--- config.mk ---
export PLATFORM = sky130hd
export DESIGN_NAME = io_input_conditioner_flat
export DESIGN_NICKNAME = d
export VERILOG_FILES = /design/src/rtl/io_input_conditioner_if.sv /design/src/rtl/io_input_conditioner.sv /design/src/flat_wrapper.sv
export SDC_FILE = /design/constraint.sdc
export NUM_CORES = 2
export LEC_CHECK = 0
export ABC_AREA = 0
export CORE_MARGIN = 2
export CORE_UTILIZATION = 63
export DETAILED_ROUTE_END_ITERATION = 10
export PLACE_DENSITY = 0.79
export SYNTH_ARGS = -nofsm -noshare
export SYNTH_HDL_FRONTEND = slang
export SYNTH_SLANG_ARGS = --single-unit
export TNS_END_PERCENT = 5
--- constraint.sdc ---
create_clock -name i_clk -period 5.7 [get_ports i_clk]
set_clock_uncertainty 0.2 [all_clocks]
set_input_delay 0.57 -clock i_clk [delete_from_list [all_inputs] [get_ports i_clk]]
set_output_delay 0.57 -clock i_clk [all_outputs]
set_load 0.03 [all_outputs]
--- src/rtl/io_input_conditioner_if.sv ---
// Board-side IO bundle between the raw switch/button pins and the conditioner.
// The master drives the raw pins; the slave (the conditioner) returns the clean levels and press pulses.
interface io_input_conditioner_if;
  logic [31:0] i_sw_raw;
  logic [3:0]  i_btn_raw;
  logic [31:0] o_io_sw;
  logic [3:0]  o_io_btn;
  logic [3:0]  o_btn_press;

  modport master (
    output i_sw_raw,
    output i_btn_raw,
    input  o_io_sw,
    input  o_io_btn,
    input  o_btn_press
  );

  modport slave (
    input  i_sw_raw,
    input  i_btn_raw,
    output o_io_sw,
    output o_io_btn,
    output o_btn_press
  );
endinterface

--- src/rtl/io_input_conditioner.sv ---
// Synchronises and debounces 32 switches and 4 buttons (buttons normalised to active-high),
// and emits a one-cycle pulse when a button press is accepted.
module io_input_conditioner #(
  parameter int DEBOUNCE_CYCLES = 500000,
  parameter bit BTN_ACTIVE_LOW  = 1'b1,
  parameter bit SW_DEBOUNCE     = 1'b1
) (
  input logic                    i_clk,
  input logic                    i_rst_n,
  io_input_conditioner_if.slave  io
);

  localparam int N_SW  = 32;
  localparam int N_BTN = 4;
  localparam int N     = N_SW + N_BTN;
  localparam int CNT_W = $clog2(DEBOUNCE_CYCLES);
  localparam logic [CNT_W-1:0] CNT_LAST = CNT_W'(DEBOUNCE_CYCLES - 1);
  // Lowest bit index that goes through a debounce counter; switches skip it when not debounced.
  localparam int DB_LO = SW_DEBOUNCE ? 0 : N_SW;

  logic [N-1:0]     raw_norm;
  logic [N-1:0]     ff1_q;
  logic [N-1:0]     ff2_q;
  logic [N-1:0]     stable_q;
  logic [N-1:0]     stable_d;
  logic [CNT_W-1:0] cnt_q [N];
  logic [CNT_W-1:0] cnt_d [N];
  logic [N_BTN-1:0] press_q;
  logic [N_BTN-1:0] press_d;

  assign raw_norm = {io.i_btn_raw ^ {N_BTN{BTN_ACTIVE_LOW}}, io.i_sw_raw};

  // A level change is accepted only after it has differed from the stable value for the whole window.
  always_comb begin
    stable_d = stable_q;
    for (int i = 0; i < N; i++) begin
      cnt_d[i] = '0;
      if (i >= DB_LO && ff2_q[i] != stable_q[i]) begin
        if (cnt_q[i] == CNT_LAST) begin
          stable_d[i] = ff2_q[i];
        end else begin
          cnt_d[i] = cnt_q[i] + CNT_W'(1);
        end
      end
    end
    press_d = stable_d[N-1:N_SW] & ~stable_q[N-1:N_SW];
  end

  always_ff @(posedge i_clk) begin
    if (!i_rst_n) begin
      ff1_q    <= '0;
      ff2_q    <= '0;
      stable_q <= '0;
      press_q  <= '0;
      for (int i = 0; i < N; i++) begin
        cnt_q[i] <= '0;
      end
    end else begin
      ff1_q    <= raw_norm;
      ff2_q    <= ff1_q;
      stable_q <= stable_d;
      press_q  <= press_d;
      for (int i = 0; i < N; i++) begin
        cnt_q[i] <= cnt_d[i];
      end
    end
  end

  assign io.o_io_sw     = SW_DEBOUNCE ? stable_q[N_SW-1:0] : ff2_q[N_SW-1:0];
  assign io.o_io_btn    = stable_q[N-1:N_SW];
  assign io.o_btn_press = press_q;

endmodule
--- src/flat_wrapper.sv ---
// flat-port wrapper written by rule: the top's interface ports become plain ports
module io_input_conditioner_flat 
#(
  parameter int DEBOUNCE_CYCLES = 500000,
  parameter bit BTN_ACTIVE_LOW  = 1'b1,
  parameter bit SW_DEBOUNCE     = 1'b1
)
  (i_clk, i_rst_n, io_i_sw_raw, io_i_btn_raw, io_o_io_sw, io_o_io_btn, io_o_btn_press);
  io_input_conditioner_if io_i ();
  input logic i_clk;
  input logic i_rst_n;
  input wire logic [$bits(io_i.i_sw_raw)-1:0] io_i_sw_raw;
  input wire logic [$bits(io_i.i_btn_raw)-1:0] io_i_btn_raw;
  output wire logic [$bits(io_i.o_io_sw)-1:0] io_o_io_sw;
  output wire logic [$bits(io_i.o_io_btn)-1:0] io_o_io_btn;
  output wire logic [$bits(io_i.o_btn_press)-1:0] io_o_btn_press;
  assign io_i.i_sw_raw = io_i_sw_raw;
  assign io_i.i_btn_raw = io_i_btn_raw;
  assign io_o_io_sw = io_i.o_io_sw;
  assign io_o_io_btn = io_i.o_io_btn;
  assign io_o_btn_press = io_i.o_btn_press;
  io_input_conditioner #(.DEBOUNCE_CYCLES(DEBOUNCE_CYCLES), .BTN_ACTIVE_LOW(BTN_ACTIVE_LOW), .SW_DEBOUNCE(SW_DEBOUNCE)) u_core (.i_clk(i_clk), .i_rst_n(i_rst_n), .io(io_i));
endmodule
==> reports/qor.yml <==
syn2layout_area_growth_pct: 11.8
grt_pass1_wl_um: 111000
combPwrFrac_pct: 1.2
syn-num-nets: 4009
drc: 0
startpoint_type: "flop"
clkPwrFrac_pct: 48.7
drt-initial-drc-count: 1438
synth_top_area_cell: "dfxtp_1"
critical_path.endpoint_type: "flop"
internal_power_mw: 8.95
synthFlopType: "dfxtp_1"
final-setup-viol-count: 0
die_y_um: 238
ys_ff_latch: 796
leakage_nw: 11.4
cts_tree: "built"
path_clk_slew_ps: 60
finalCriticalPeriod_ps: 2580
routed-wl-met2_um: 29400
dr.pass1.iters: 6
placed_cell_area_um2: 35700
hold_violations: 0
swShare_pct: 20.0
nNetsFinal: 4078
overflow: 0
cts_sinks: 796
final_cells: 4762
cts_root_buffer: "clkbuf_16"
synth_top_area_share_pct: 46.3
hpwl_um: 41100
maxCapViolCount: 0
fin_tns_setup_ps: 0
vias_per_cell: 5.69
critPathMaxStageDelay_ps: 610
n_antenna_cell: 0
synthCells: 3935
rsz0062_at_grt: "false"
crit_start: "u_core.cnt_q[24][0]$_SDFF_PP0_"
routed.top_layer: "met4"
reg2reg_depth: 5
core_area_um2: 53900
top_level_ports: 78
clk_latency_ps: 610
yosysMostFrequentCell: "dfxtp_1"
grtUsageTotal_pct: 22.3
ir_worst_vdd_mv: 0.231
power_switching_mw: 2.24
synth.area.top_cells: "dfxtp_1, xnor2_1, nor2_1"
path_class: "flop to flop"
wire_per_inst_um: 13.4
yosys_warnings: 0
hold_path.class: "flop to flop"
slew_headroom_pct: 18.7
slowest_stage: "or4_1"
grt_pass1_vias: 25060
antenna_found_initial: 0
cts_resized: 0
met3_length_um: 2250
globalplace.congestion: 0.821
via_count: 27078
rows: 85
ant_nets: 0
status: "finished, final reports clean"
grt_max_degree: 63
post_cts_buffers: 0
cp.arrival_ps: 2890
die_x_um: 238
worst_pin_slew_ps: 1220
synth_edf_count: 0
synth.avg_cell_area_um2: 8.75
cp_max_fo: 17
wl_met1_um: 30800
power_density_nw_per_um2: 291
hold_path.startpoint: "u_core.ff1_q[0]$_SDFF_PN0_"
h-tree-depth: 3
synthTopCellsByCount: "dfxtp_1, nor2_1, xnor2_1"
seq_area_frac_synth_pct: 46.3
post-route-period-util_pct: 45.3
drv_slew: 0
placed_cells: 4618
ys_types: 51
clock.fmax_ghz: 0.388
clock_path_buffers: 3
wl_um: 63900
reg2reg_from: "u_core.cnt_q[24][0]$_SDFF_PP0_"
seqPwrFrac_pct: 50.1
required_ps: 6010
synth_area_um2: 34400
path_cells: "ha_1 -> nand4_1 -> or4_1 -> o21bai_2 -> o21ba_2"
hold_depth: 1
async_flop_share_pct: 0
cts_buffers: 80
nFillCells: 4067
final_area_um2: 38500
hold_buffers: 0
die_area_um2: 56500
start_util_pct: 63.9
drive_gt1_share_pct: 5.07
portBuffers: 77
[cell type report]
cell class	count	area (um^2)	share of cell area, %
Clock buffer	112	2320	6.04
Clock inverter	32	450	1.17
Inverter	145	544	1.41
Multi-Input combinational cell	2892	17500	45.5
Sequential cell	796	15900	41.4
Tap cell	696	871	2.26
Timing Repair Buffer	89	858	2.23
[power groups by stage]
stage / combinational [mW] / sequential (mW) / clock [mW]
2_1_floorplan: 0.0797 / 5.73 / 0
3_3_place_gp: 0.129 / 5.73 / 0
3_5_place_dp: 0.131 / 5.74 / 0
4_1_cts: 0.132 / 5.61 / 5.57
5_1_grt: 0.146 / 5.61 / 5.80
6_report: 0.129 / 5.61 / 5.45
[through the flow]
stage	power (mW)	setup WS [ps]	hold WS [ps]	util, %
floorplan	5.81	3490	212	-
CTS	11.3	3080	231	71.4
finish	11.2	3120	229	71.4
detailed placement	5.87	2700	219	66.3
global placement	5.86	2780	213	66.3
global route	11.6	2850	239	71.4
[registers in the layout (all words and copies together) (netlist names)]
register and count:
u_core.ff1_q 36, u_core.io.o_btn_press 4, u_core.cnt_q 684, u_core.stable_q 36, u_core.ff2_q 36
[worst paths after layout]
path                                          end  slack [ps]
setup / recovery  u_core.cnt_q[24][14]$_SDFF_PP0_        3120
hold / removal         u_core.ff2_q[0]$_SDFF_PN0_         230
setup reg to reg  u_core.cnt_q[24][14]$_SDFF_PP0_        3120
hold reg to reg        u_core.ff2_q[0]$_SDFF_PN0_         230
[cell families after synthesis]
| logic type | count (synthesis) | synth area share (%) |
|---|---|---|
| simple gates | 1932 | 29.7 |
| flops | 796 | 46.3 |
| xor+xnor | 478 | 12.2 |
| compound gates | 445 | 7.65 |
| buf+inv | 247 | 2.83 |
| fa+ha+maj | 36 | 1.31 |
| mux | 1 | 0.0291 |
[cells in the final DEF, fill, tap and decap left out, types with 14 or more instances in the layout]
cell type / instances
dfxtp_1: 796
nor2_1: 574
xnor2_1: 268
nand3_1: 246
nand2_1: 229
xor2_1: 210
a21oi_1: 201
nand4_1: 165
or3_1: 160
inv_1: 144
o21ai_0: 125
nor4_1: 112
and2_1: 85
or4_1: 83
clkbuf_16: 82
clkdlybuf4s50_1: 76
nor3_1: 71
o31ai_1: 63
and4_1: 54
nor4b_1: 48
and3_1: 36
ha_1: 36
or4b_2: 17
nor4bb_1: 16
clkbuf_8: 16
clkbuf_1: 14
[per-layer routing]
| layer | global-route usage, % | up-vias |
|---|---|---|
| met5 | 0 | - |
| met4 | 6.59 | 0 |
| met3 | 3.97 | 113 |
| met2 | 37.7 | 355 |
| met1 | 29.3 | 12534 |
| li1 | - | 14076 |
[worst max-delay path, delay by kind of cell (launching register included)]
family          cells  cell delay, ps
fa+ha+maj           1             260
compound gates      2             850
simple gates        2             800
flops               1             370
Power figures use the tool's default switching activity.
